===== config.mk =====
export PLATFORM = sky130hd
export DESIGN_NAME = booth_top
export DESIGN_NICKNAME = d
export VERILOG_FILES = /design/src/rtl/booth_pkg.sv /design/src/rtl/booth_datapath.sv /design/src/rtl/booth_top.sv
export SDC_FILE = /design/constraint.sdc
export NUM_CORES = 1
export LEC_CHECK = 0
export CAP_MARGIN = 20
export CORE_MARGIN = 1
export CORE_UTILIZATION = 40
export DETAILED_ROUTE_END_ITERATION = 8
export PLACE_DENSITY_LB_ADDON = 0.2
export SYNTH_ARGS = -nofsm -noshare
export SYNTH_HDL_FRONTEND = slang
export SYNTH_HIERARCHICAL = 1
export SYNTH_SLANG_ARGS = --single-unit

===== constraint.sdc =====
create_clock -name clk_i -period 2.8 [get_ports clk_i]
set_clock_uncertainty 0.1 [all_clocks]
set_input_delay 0.42 -clock clk_i [delete_from_list [all_inputs] [get_ports clk_i]]
set_output_delay 0.42 -clock clk_i [all_outputs]
set_load 0.01 [all_outputs]

===== src/rtl/booth_pkg.sv =====
// Shared constants and state encoding for the sequential radix-2 Booth multiplier.
package booth_pkg;
  localparam int BOOTH_WIDTH = 8;
  localparam int BOOTH_CNT_W = $clog2(BOOTH_WIDTH + 1);

  typedef enum logic [1:0] {
    IDLE = 2'd0,
    CALC = 2'd1,
    DONE = 2'd2
  } state_e;
endpackage


===== src/rtl/booth_datapath.sv =====
// Booth datapath: A/Qreg/q_m1/M registers, add/subtract of M and the arithmetic right shift.
module booth_datapath
  import booth_pkg::*;
#(
  parameter int WIDTH = BOOTH_WIDTH
) (
  input  logic               clk_i,
  input  logic               reset_i,
  input  logic               load_i,
  input  logic               step_i,
  input  logic [WIDTH-1:0]   multiplicand_i,
  input  logic [WIDTH-1:0]   multiplier_i,
  output logic [2*WIDTH-1:0] step_product_o
);
  // A and M carry one extra sign bit so that negating the most negative M cannot overflow.
  logic [WIDTH:0]   a_q, a_d, m_q, m_d, sum;
  logic [WIDTH:0]   a_sh;
  logic [WIDTH-1:0] qreg_q, qreg_d, qreg_sh;
  logic             qm1_q, qm1_d;

  always_comb begin
    case ({qreg_q[0], qm1_q})
      2'b01:   sum = a_q + m_q;
      2'b10:   sum = a_q - m_q;
      default: sum = a_q;
    endcase
    a_sh    = {sum[WIDTH], sum[WIDTH:1]};
    qreg_sh = {sum[0], qreg_q[WIDTH-1:1]};
  end

  always_comb begin
    a_d    = a_q;
    qreg_d = qreg_q;
    qm1_d  = qm1_q;
    m_d    = m_q;
    if (load_i) begin
      m_d    = {multiplicand_i[WIDTH-1], multiplicand_i};
      a_d    = '0;
      qreg_d = multiplier_i;
      qm1_d  = 1'b0;
    end else if (step_i) begin
      a_d    = a_sh;
      qreg_d = qreg_sh;
      qm1_d  = qreg_q[0];
    end
  end

  // Product as it will stand after the step in progress, so the top can register it on the final edge.
  assign step_product_o = {a_sh[WIDTH-1:0], qreg_sh};

  always_ff @(posedge clk_i) begin
    if (reset_i) begin
      a_q    <= '0;
      qreg_q <= '0;
      qm1_q  <= 1'b0;
      m_q    <= '0;
    end else begin
      a_q    <= a_d;
      qreg_q <= qreg_d;
      qm1_q  <= qm1_d;
      m_q    <= m_d;
    end
  end
endmodule


===== src/rtl/booth_top.sv =====
// Sequential signed Booth multiplier: controller FSM, step counter and registered product/valid.
module booth_top
  import booth_pkg::*;
#(
  parameter int WIDTH = BOOTH_WIDTH
) (
  input  logic               clk_i,
  input  logic               reset_i,
  input  logic               enable_i,
  input  logic [WIDTH-1:0]   multiplicand_i,
  input  logic [WIDTH-1:0]   multiplier_i,
  output logic [2*WIDTH-1:0] booth_product_o,
  output logic               booth_valid_o
);
  localparam int CNT_W = $clog2(WIDTH + 1);
  localparam logic [CNT_W-1:0] LAST_STEP = CNT_W'(WIDTH - 1);

  state_e             state_q, state_d;
  logic [CNT_W-1:0]   count_q, count_d;
  logic [2*WIDTH-1:0] product_q, product_d;
  logic               valid_q, valid_d;
  logic               load, step;
  logic [2*WIDTH-1:0] step_product;

  booth_datapath #(.WIDTH(WIDTH)) u_datapath (
    .clk_i          (clk_i),
    .reset_i        (reset_i),
    .load_i         (load),
    .step_i         (step),
    .multiplicand_i (multiplicand_i),
    .multiplier_i   (multiplier_i),
    .step_product_o (step_product)
  );

  always_comb begin
    state_d   = state_q;
    count_d   = count_q;
    product_d = product_q;
    valid_d   = valid_q;
    load      = 1'b0;
    step      = 1'b0;
    case (state_q)
      IDLE: begin
        valid_d = 1'b0;
        if (enable_i) begin
          load    = 1'b1;
          count_d = '0;
          state_d = CALC;
        end
      end
      CALC: begin
        // Dropping enable mid-computation abandons it; the old product stays visible.
        if (!enable_i) begin
          state_d = IDLE;
        end else begin
          step    = 1'b1;
          count_d = count_q + 1'b1;
          if (count_q == LAST_STEP) begin
            product_d = step_product;
            valid_d   = 1'b1;
            state_d   = DONE;
          end
        end
      end
      DONE: begin
        if (!enable_i) begin
          valid_d = 1'b0;
          state_d = IDLE;
        end
      end
      default: state_d = IDLE;
    endcase
  end

  always_ff @(posedge clk_i) begin
    if (reset_i) begin
      state_q   <= IDLE;
      count_q   <= '0;
      product_q <= '0;
      valid_q   <= 1'b0;
    end else begin
      state_q   <= state_d;
      count_q   <= count_d;
      product_q <= product_d;
      valid_q   <= valid_d;
    end
  end

  assign booth_product_o = product_q;
  assign booth_valid_o   = valid_q;
endmodule


---- Word-level counts from Yosys, hierarchy flattened ----
Index checks and enable logic that the tools add are counted.
word-level totals
  register bits after elaboration ......... 48
  logic and storage cells ................. 48
cells by class
  add/subtract/negate cells ............... 3
  equality and inequality tests ........... 10
  multiplexer cells ....................... 18
  reduce and logical (&&, ||, !) cells .... 9
operators by type and width
  cell                                                                   count
  9-bit one-hot mux with 2 select lines                                  1
  8-bit two-way mux                                                      2
  8-bit by 8-bit adder with 9-bit output                                 1
  3-bit AND reduction                                                    3
  8-bit by 8-bit subtractor with 9-bit output                            1
  2-bit two-way mux                                                      4
  4-bit two-way mux                                                      2
  2-bit != test, second input constant                                   4
  4-bit one-hot mux with 2 select lines                                  1
  1-bit two-way mux                                                      6
  2-bit one-hot mux with 3 select lines                                  1
  4-bit by 1-bit adder with 4-bit output, second input constant          1
  2-bit by 1-bit equality test with 1-bit output, second input constant  2
  2-bit equality test, second input constant                             2
  4-bit by 3-bit equality test with 1-bit output, second input constant  1
  4-bit AND reduction                                                    1
  2-bit nonzero test                                                     2
  3-bit != test, second input constant                                   1
  1-bit one-hot mux with 3 select lines                                  1
  3-bit nonzero test                                                     1
  2-bit logical NOT                                                      1
  2-bit OR reduction                                                     1

---- Longest topological paths before layout ----
Gate-level depths: netlist of run 1.
  depth after elaboration ................. 4
  mapped depth ............................ 13
  depth with buffers taken out ............ 13

---- Cells and area by module ----
The synthesis of run 1 kept the hierarchy.
by module, submodules not included
  module          instances  cells an instance  area an instance (sq um)  sequential area each (sq um)
  booth_datapath  1          213                1750.4                    500.5
  booth_top       1          111                1069.8                    460.4

---- Worst setup path after synthesis of run 1 ----
Ideal clock, no wire load.
  path type ............................... reg-to-reg
  start point ............................. register u_datapath.qm1_q
  end point ............................... register product_q[15] (netlist: booth_product_o[15])
  arrival time ............................ 2.388 ns
  setup slack ............................. 0.196 ns
  stages on the path, launching flop included .. 13
  path buffers ............................ 1
  cell sequence ........................... dfxtp_1 -> inv_1 -> ha_1 -> buf_6 -> mux2i_1 -> fa_1 -> a211oi_2 -> o211ai_1 -> and3_4 -> or3_4 -> xnor2_1 -> nand4b_1 -> o21ai_2
on the way
  longest elaborated chain between the ends .. 2
RTL lines
  item                                                                                   line                  source
  start, declared                                                                        booth_datapath.sv:19  logic qm1_q, qm1_d;
  start signal, assigned                                                                 booth_datapath.sv:60  qm1_q <= qm1_d;
  2-bit equality test or 2-bit by 1-bit equality test with 1-bit output (tied branches)  booth_datapath.sv:22  case ({qreg_q[0], qm1_q})
  9-bit one-hot mux with 2 select lines (*)                                              booth_datapath.sv:22
  net step_product[15]                                                                   booth_top.sv:23       logic [2*WIDTH-1:0] step_product;
  end signal, assigned                                                                   booth_top.sv:84       product_q <= product_d;
  end, declared                                                                          booth_top.sv:20       logic [2*WIDTH-1:0] product_q, product_d;
The timed path passes the listed nets; every way through them passes the cells marked *.
A chain may end at the register's enable or synchronous reset.

---- Final worst setup path of run 1 ----
Same ends and word-level chain as after synthesis.

==> run summary, run 1 <==
* **P_leak** 1.251 nW
* **via count** 2302
* **kind of start point of the critical path** flop
* **setup repair bufs after CTS** 0
* **worst endpoint required time** 2.95 ns
* **Detailed Routing Iterations Pass 1** 4
* **Worst-Margin Slew** 0.3697 ns
* **headroom to the max-slew limit** 74.65%
* **count of input and output buffers** 35
* **Setup TNS** 0 ns
* **Inserted Clock Buffers** 5
* **summed instance area of the synthesized netlist** 2820 sq um
* **most common flop cell mapped by yosys** sky130_fd_sc_hd__dfxtp_1
* **arrival time at the worst endpoint** 2.83 ns
* **internal power consumption** 1.149 mW
* **buffer type at the clock tree root** sky130_fd_sc_hd__clkbuf_8
* **Yosys warnings** 6
* **unrepaired setup endpoints after global routing** yes
* **Reg power frac** 44.9%
* **number of nets produced by synthesis** 355
* **number of DRC markers after the initial detailed-route iteration** 137
* **number of antenna repair diodes** 0
* **hold buffer count at cts** 0
* **Post-Syn Area per Cell** 8.704 sq um
* **total number of clock tree sinks** 48
* **maximum clock frequency** 373.1 MHz
* **largest fanout of any net on the critical path** 7
* **layer with the highest usage after global routing** met2
* **total routing usage reported by global routing** 17.33%
* **maximum root-to-sink buffer count** 2
* **Placement Rows** 30
* **async set or reset register ratio after synthesis** 0%
* **worst reg-to-reg path cell count** 11
* **die area** 7390 sq um
* **area of the placeable core** 6794 sq um
* **drt total wl** 6073 microns
* **pin count of the biggest net entering global routing** 33
* **pins over their slew limit** 0
* **Period minus WS final** 2.681 ns
* **wire length of the first global-routing pass** 10320 microns
* **setup slack after placement** -0.01797 ns
* **Critical Path End Type** flop
* **switching power total** 0.4536 mW
* **post-synthesis register bit count** 48
* **H-tree depth reported by CTS** 2
* **number of distinct library cell variants in the gate-level netlist after synthesis** 52
* **Layout Nets** 383
* **fin worst setup slack** 0.1194 ns
* **vias per inst** 5.127
* **worst reg2reg setup slack** 0.12 ns
* **clock insertion delay at the later pin of the skew report** 0.31 ns
* **part of the cycle the worst path needs** 95.74%
* **horizontal die dimension** 85.97 microns
* **Setup violations, final** 0
* **share of post-route cells with drive strength above 1** 13.60%
* **routed length per instance** 13.53 microns
* **type of the tightest min-delay check** flop to flop
* **reg-to-reg startpoint** u_datapath/qm1_q$_SDFFE_PP0P_
* **result of the run** finished clean
* **r2r endpoint** booth_product_o[15]$_SDFFE_PP0P_
* **Post-DP HPWL** 4350 microns
* **worst setup path endpoint** booth_product_o[15]$_SDFFE_PP0P_
* **height of the die** 85.97 microns
* **total I/O pin count** 36
* **clock share of power** 32.1%
* **via count of the first global-routing pass** 2209
* **RD Place Congestion** 0.8286
* **Max IR drop VDD** 0.0003039 V
* **Pwr per Cell Area** 473.0 nW/um^2
* **clock tree from TritonCTS** built
* **Comb power frac** 23.0%
* **path type of the worst setup path** flop to flop
* **switching share of power** 28.30%
* **timing startpoint of the critical path** u_datapath/qm1_q$_SDFFE_PP0P_
* **initial antenna violation count** 0
* **maxcap violations** 0
* **M1 GR Usage** 24.13%
* **ANT nets after route** 0
* **growth of design area from synthesis to finish** 20.14%
* **DRC violations left** 0
* **initial core utilization** 41.51%
* **count of flip-flops with a built-in enable after synthesis** 0
* **Reg clk slew, reported paths** 0.10 ns
* **Overflow after GRT** 0
* **synthesized instance count** 324
* **met2 demand-to-capacity share in global routing** 27.63%
* **register area share after synthesis** 34.07%
* **final-report hold violation count** 0
* **global-route track usage on met3** 2.887%
-- cells in the final DEF, fill, tap and decap left out, drive strengths merged, types with 3 or more instances in the layout --
cell type / n
nor2: 46
o21a: 4
dfxtp: 48
and2: 3
nand3: 4
o21ai: 26
clkbuf: 5
inv: 8
or3: 4
clkdlybuf4s50: 35
nand2b: 19
xnor2: 8
a31oi: 6
nand4b: 16
buf: 14
nor3b: 3
nand2: 12
mux2i: 23
a21oi: 17
ha: 11
a21o: 3
nor2b: 3
nor3: 3
-- synth_stat cells, types with 2 or more instances --
cell type | n | area, sq um
sky130_fd_sc_hd__nor3_1 | 3 | 15.01
sky130_fd_sc_hd__nor4bb_1 | 2 | 20.02
sky130_fd_sc_hd__nor2_1 | 46 | 172.7
sky130_fd_sc_hd__ha_1 | 11 | 137.6
sky130_fd_sc_hd__nand3_1 | 4 | 20.02
sky130_fd_sc_hd__o21ai_0 | 16 | 80.08
sky130_fd_sc_hd__mux2i_1 | 23 | 230.2
sky130_fd_sc_hd__xnor2_1 | 8 | 70.07
sky130_fd_sc_hd__nand2_1 | 12 | 45.04
sky130_fd_sc_hd__xor2_1 | 2 | 17.52
sky130_fd_sc_hd__a21o_1 | 3 | 22.52
sky130_fd_sc_hd__nor3b_1 | 3 | 22.52
sky130_fd_sc_hd__buf_2 | 5 | 25.02
sky130_fd_sc_hd__o21a_1 | 4 | 30.03
sky130_fd_sc_hd__nor2b_1 | 3 | 18.77
sky130_fd_sc_hd__nor4b_1 | 2 | 17.52
sky130_fd_sc_hd__nand2b_1 | 18 | 112.6
sky130_fd_sc_hd__a221oi_1 | 2 | 17.52
sky130_fd_sc_hd__a31oi_1 | 6 | 37.54
sky130_fd_sc_hd__a21oi_1 | 17 | 85.08
sky130_fd_sc_hd__inv_1 | 8 | 30.03
sky130_fd_sc_hd__nand3b_1 | 2 | 15.01
sky130_fd_sc_hd__or3_1 | 3 | 18.77
sky130_fd_sc_hd__clkbuf_1 | 11 | 41.29
sky130_fd_sc_hd__and2_1 | 2 | 12.51
sky130_fd_sc_hd__o21ai_2 | 10 | 87.58
sky130_fd_sc_hd__nand4b_1 | 16 | 140.1
sky130_fd_sc_hd__buf_6 | 4 | 45.04
sky130_fd_sc_hd__buf_4 | 7 | 52.55
sky130_fd_sc_hd__mux2_2 | 2 | 22.52
sky130_fd_sc_hd__dfxtp_1 | 48 | 960.9
-- flip-flops by register name, indices dropped and copies added, names as in the netlist --
signal,flops
booth_valid_o,1
u_datapath/m_q,8
booth_product_o,16
state_q,2
u_datapath/qm1_q,1
u_datapath/a_q,8
count_q,4
u_datapath/qreg_q,8
-- layout make-up --
type	count	area, sq um
multi-input combinational	240	1710
tap	96	120.1
fill	661	3406
clock buffer	5	68.82
timing repair buffer	49	455.4
sequential	48	960.9
inverter	8	30.03
clock inverter	3	42.54
-- critical path, stage by stage (launching register included) --
cell,delay [ns]
sky130_fd_sc_hd__dfxtp_1,0.34
sky130_fd_sc_hd__inv_1,0.06
sky130_fd_sc_hd__ha_4,0.19
sky130_fd_sc_hd__mux2i_4,0.20
sky130_fd_sc_hd__fa_2,0.40
sky130_fd_sc_hd__a211oi_4,0.30
sky130_fd_sc_hd__o211ai_1,0.15
sky130_fd_sc_hd__and3_4,0.17
sky130_fd_sc_hd__or3_4,0.37
sky130_fd_sc_hd__xnor2_1,0.14
sky130_fd_sc_hd__nand4b_1,0.13
sky130_fd_sc_hd__o21ai_2,0.08
-- power by group through the flow --
stage | registers (mW) | logic (mW) | clock network, mW
4_1_cts | 0.718 | 0.353 | 0.526
3_3_place_gp | 0.734 | 0.346 | 0
2_1_floorplan | 0.728 | 0.259 | 0
5_1_grt | 0.723 | 0.410 | 0.554
6_report | 0.719 | 0.369 | 0.514
3_5_place_dp | 0.734 | 0.349 | 0
-- cells by family (layout without fill, tap and decap cells) --
logic type	Yosys count	in the layout	synth area share, %
adder cells (fa/ha/maj)	12	12	5.590
flip-flops	48	48	34.07
AND/OR/NAND/NOR	125	125	25.38
buffers and inverters	36	65	7.009
multiplexers	25	25	8.962
AO/OA/AOI/OAI	68	68	15.88
XOR/XNOR	10	10	3.106
-- how the worst min path moves through the flow --
stage | depth (start not counted) | from | end
6_report | 2 | booth_valid_o$_SDFFE_PP0P_ | booth_valid_o$_SDFFE_PP0P_
5_1_grt | 2 | count_q[1]$_SDFFE_PP0P_ | count_q[1]$_SDFFE_PP0P_
4_1_cts | 2 | booth_valid_o$_SDFFE_PP0P_ | booth_valid_o$_SDFFE_PP0P_
3_5_place_dp | 2 | booth_valid_o$_SDFFE_PP0P_ | booth_valid_o$_SDFFE_PP0P_
3_3_place_gp | 2 | booth_valid_o$_SDFFE_PP0P_ | booth_valid_o$_SDFFE_PP0P_
2_1_floorplan | 2 | count_q[1]$_SDFFE_PP0P_ | count_q[1]$_SDFFE_PP0P_
-- metrics by stage --
stage               cell area (sq um)  util [%]  hold slack, ns  power, mW  cells
floorplan                        2820         -          0.3492     0.9875    324
global placement                 3231     47.55          0.3471      1.079    441
detailed placement               3231     47.55          0.3526      1.083    441
CTS                              3348     49.28          0.3668      1.597    449
global route                     3388     49.87          0.4011      1.687    449
finish                           3388     49.87          0.3652      1.603    449
-- per-layer routing --
layer	up-vias	share of wire, %
li1	1192	-
met1	1060	51
met2	45	45
met3	5	3.7
met4	0	0.79
met5	-	0
-- repair_timing --
| item | CTS | global route |
|---|---|---|
| pin swaps | 0 | 2 |
| setup endpoints to repair | 2 | 6 |
| resized for setup | 2 | 8 |
Power figures use the tool's default switching activity.
==> inputs of run 2 (changes only) <==
--- a/config.mk
+++ b/config.mk
@@ -8,9 +8,9 @@
 export CAP_MARGIN = 20
 export CORE_MARGIN = 1
 export CORE_UTILIZATION = 40
+export CTS_CLUSTER_SIZE = 12
 export DETAILED_ROUTE_END_ITERATION = 8
 export PLACE_DENSITY_LB_ADDON = 0.2
 export SYNTH_ARGS = -nofsm -noshare
 export SYNTH_HDL_FRONTEND = slang
-export SYNTH_HIERARCHICAL = 1
 export SYNTH_SLANG_ARGS = --single-unit
==> run summary, run 2 <==
* **result of the run** finished clean
* **pin count of the biggest net entering global routing** 28, -15%
* **most common cell in the synthesized netlist** sky130_fd_sc_hd__dfxtp_1
* **Reg power frac** 45.7%, +0.8 points
* **count of flip-flops with a built-in enable after synthesis** 0, unchanged
* **DRC violations left** 0, unchanged
* **growth of design area from synthesis to finish** 27.20%
* **routed length per instance** 13.17 microns, -2.6%
* **Post-Syn Area per Cell** 8.223 sq um, -5.5%
* **Area contributors post-synth** sky130_fd_sc_hd__dfxtp_1 (39%), sky130_fd_sc_hd__a21oi_1 (6.8%), sky130_fd_sc_hd__nand2_1 (6.3%), sky130_fd_sc_hd__mux2i_1 (5.7%), sky130_fd_sc_hd__ha_1 (5.6%)
* **clock insertion delay at the later pin of the skew report** 0.30 ns, about the same
* **summed instance area of the synthesized netlist** 2442 sq um, -13%
* **Synth top area share** 39.34%, +5.3 points
* **initial core utilization** 41.25%, -0.26 points
* **setup slack after placement** -0.04290 ns, -0.02493 ns
* **largest family of logic cells by synthesized area** compound AO/OA/AOI/OAI gates
* **P_leak** 1.141 nW, -8.8%
* **RD Place Congestion** 0.8639, +4.3%
* **reg-to-reg startpoint** u_datapath.m_q[3]$_SDFFE_PP0P_
* **Layout Nets** 368, -3.9%
* **switching power total** 0.4308 mW, -5.0%
* **horizontal die dimension** 80.14 microns, -6.8%
* **most common cell after layout, fill and taps aside** sky130_fd_sc_hd__dfxtp_1
* **number of distinct library cell variants in the gate-level netlist after synthesis** 40, -23%
* **Min-Delay Path Depth** 2, unchanged
* **H-tree depth reported by CTS** 2, unchanged
* **drt total wl** 5439 microns, -10%
* **XOR/XNOR share of the synthesized area** 4.969%, +1.9 points
* **synthesized instance count** 297, -8.3%
* **final-report hold violation count** 0, unchanged
* **Inserted Clock Buffers** 5, unchanged
* **timing startpoint of the critical path** u_datapath.m_q[3]$_SDFFE_PP0P_
* **Post-DP HPWL** 3956 microns, -9.1%
* **count of input and output buffers** 35, unchanged
* **worst reg-to-reg path cell count** 12, +1
* **arrival time at the worst endpoint** 2.83 ns, about the same
* **part of the cycle the worst path needs** 97.54%, +1.8 points
* **hold buffer count at cts** 0, unchanged
* **worst reg2reg setup slack** 0.07 ns, -0.05 ns
* **clock tree from TritonCTS** built
* **area of the placeable core** 5921 sq um, -13%
* **flip-flop count of the largest register, all copies and words added** 16, unchanged
* **Comb power frac** 22.3%, -0.7 points
* **commonest cells after routing, fill and taps aside** sky130_fd_sc_hd__dfxtp_1 (44), sky130_fd_sc_hd__nand2_1 (41), sky130_fd_sc_hd__nor2_1 (35), sky130_fd_sc_hd__clkdlybuf4s50_1 (35), sky130_fd_sc_hd__a21oi_1 (31)
* **pins over their slew limit** 0, unchanged
* **worst endpoint required time** 2.90 ns, -0.05 ns
* **total I/O pin count** 36, unchanged
* **Yosys warnings** 0, -6
* **Overflow after GRT** 0, unchanged
* **type of the tightest min-delay check** flop to flop
* **number of DRC markers after the initial detailed-route iteration** 71, -48%
* **Detailed Routing Iterations Pass 1** 4, unchanged
* **ANT nets after route** 0, unchanged
* **simple-gate share of the synthesized area** 19.26%, -6.1 points
* **vias per inst** 5.186, +1.2%
* **path type of the worst setup path** flop to flop
* **Period minus WS final** 2.731 ns, +0.05057 ns
* **Post-Synth Adder-Cell Area** 6.455%, +0.86 points
* **via count of the first global-routing pass** 2082, -5.7%
* **post-synthesis register bit count** 48, unchanged
* **worst setup path endpoint** u_datapath.a_q[7]$_SDFFE_PP0P_
* **largest fanout of any net on the critical path** 3, -4
* **via count** 2142, -7.0%
* **Reg clk slew, reported paths** 0.09 ns, about the same
* **initial antenna violation count** 0, unchanged
* **die area** 6422 sq um, -13%
* **Placement Rows** 28, -6.7%
* **Compound-Gate Fraction of Synth Area** 19.42%, +3.5 points
* **fin worst setup slack** 0.06884 ns, -0.05057 ns
* **total power of the final layout** 1.573 mW, -1.8%
* **cell accounting for the most synthesized area** sky130_fd_sc_hd__dfxtp_1
* **maximum root-to-sink buffer count** 2, unchanged
* **number of antenna repair diodes** 0, unchanged
* **maxcap violations** 0, unchanged
* **buffer type at the clock tree root** sky130_fd_sc_hd__clkbuf_8
* **kind of start point of the critical path** flop
* **total number of clock tree sinks** 48, unchanged
* **total routing usage reported by global routing** 18.62%, +1.3 points
* **non-filler cells, final** 413, -8.0%
* **most common flop cell mapped by yosys** sky130_fd_sc_hd__dfxtp_1
* **list of most frequent post-synthesis cells** sky130_fd_sc_hd__dfxtp_1 (48), sky130_fd_sc_hd__nand2_1 (41), sky130_fd_sc_hd__nor2_1 (35)
* **headroom to the max-slew limit** 44.35%, -30 points
* **clock share of power** 32.0%, about the same
* **multiplexer area fraction after synthesis** 6.660%, -2.3 points
* **number of nets produced by synthesis** 328, -7.6%
* **wire length of the first global-routing pass** 9294 microns, -10%
* **maximum clock frequency** 366.1 MHz, -1.9%
* **height of the die** 80.14 microns, -6.8%
* **switching share of power** 27.38%, -0.92 points
* **Worst-Margin Slew** 0.8322 ns, +0.4625 ns
* **Max IR drop VDD** 0.0002202 V, -28%
* **Critical Path End Type** flop
* **placed insts** 405, -8.2%
* **Pwr per Cell Area** 506.4 nW/um^2, +7.1%
* **hold slack final** 0.3594 ns, -0.005782 ns
* **share of post-route cells with drive strength above 1** 12.13%, -1.5 points
* **r2r endpoint** u_datapath.a_q[7]$_SDFFE_PP0P_
* **Setup violations, final** 0, unchanged
* **internal power consumption** 1.143 mW, -0.57%
* **unrepaired setup endpoints after global routing** yes
* **register area share after synthesis** 39.34%, +5.3 points
* **async set or reset register ratio after synthesis** 0%, unchanged
==> run 2: changes by cell type in the layout (fill, tap and decap cells not counted), sizes merged, moves of 9 or more <==
cell,previous run,this run
mux2i,23,14
nand2,12,41
a211oi,2,11
nand2b,19,1
nand4b,16,0
nor2,46,35
o21ai,26,16
a21oi,17,34
==> run 2: area by class of cell <==
class / count / area [sq um]
clock buffers: 6 / 72.57
clock inverters: 2 / 35.03
fillers: 563 / 2814
inverters: 7 / 26.28
multi-input cells: 224 / 1428
flip-flops and latches: 48 / 968.4
well taps: 75 / 93.84
repair buffers: 51 / 483.0
==> run 2: how the worst min path moves through the flow <==
stage / startpoint / end
after global placement: u_datapath.qm1_q$_SDFFE_PP0P_ / u_datapath.qm1_q$_SDFFE_PP0P_
after floorplan: u_datapath.qm1_q$_SDFFE_PP0P_ / u_datapath.qm1_q$_SDFFE_PP0P_
after detailed placement: booth_product_o[9]$_SDFFE_PP0P_ / booth_product_o[9]$_SDFFE_PP0P_
after global routing: booth_product_o[1]$_SDFFE_PP0P_ / booth_product_o[1]$_SDFFE_PP0P_
after CTS: booth_product_o[9]$_SDFFE_PP0P_ / booth_product_o[9]$_SDFFE_PP0P_
final: booth_product_o[2]$_SDFFE_PP0P_ / booth_product_o[2]$_SDFFE_PP0P_
==> run 2: metrics by stage <==
step                util, %  setup TNS, ns  area, sq um
finish                52.47              0         3107
global route          52.47        -0.2434         3107
CTS                   51.73              0         3063
detailed placement    49.83       -0.05538         2950
global placement      49.83              0         2950
floorplan                 -              0         2442
==> run 2: power by group through the flow <==
stage / clock network (mW) / registers [mW] / logic (mW)
floorplan: 0 / 0.730 / 0.232
global placement: 0 / 0.733 / 0.331
detailed placement: 0 / 0.734 / 0.336
CTS: 0.512 / 0.718 / 0.339
global route: 0.543 / 0.722 / 0.388
finish: 0.503 / 0.719 / 0.351
==> run 2: layer usage <==
metal,wire (microns),track usage [%]
met4,75,6.607
met3,80,3.182
met5,0,0
met1,2631,22.94
met2,2651,32.39
==> run 2: logic make-up after synthesis <==
kind of cell / count (synthesis)
multiplexers: 16
AO/OA/AOI/OAI: 77
adder cells (fa/ha/maj): 12
flip-flops: 48
AND/OR/NAND/NOR: 106
XOR/XNOR: 13
buffers and inverters: 25
==> run 2: worst max-delay path: stages (launching register included) <==
cell and delay [ns]:
sky130_fd_sc_hd__dfxtp_2 0.33, sky130_fd_sc_hd__or3_4 0.40, sky130_fd_sc_hd__nor3_4 0.21, sky130_fd_sc_hd__nor2_1 0.08
sky130_fd_sc_hd__xnor2_1 0.13, sky130_fd_sc_hd__ha_1 0.34, sky130_fd_sc_hd__a21oi_2 0.16, sky130_fd_sc_hd__o21ai_1 0.08
sky130_fd_sc_hd__a21oi_2 0.15, sky130_fd_sc_hd__xor2_2 0.09, sky130_fd_sc_hd__buf_4 0.14, sky130_fd_sc_hd__mux2i_2 0.14
sky130_fd_sc_hd__a2111oi_2 0.29
==> run 2: repair_timing <==
action / in CTS / in global routing
pin swaps: 0 / 11
setup buffers: 0 / 0
setup endpoints to repair: 2 / 5
resized for setup: 1 / 13
hold endpoints to repair: 0 / 0
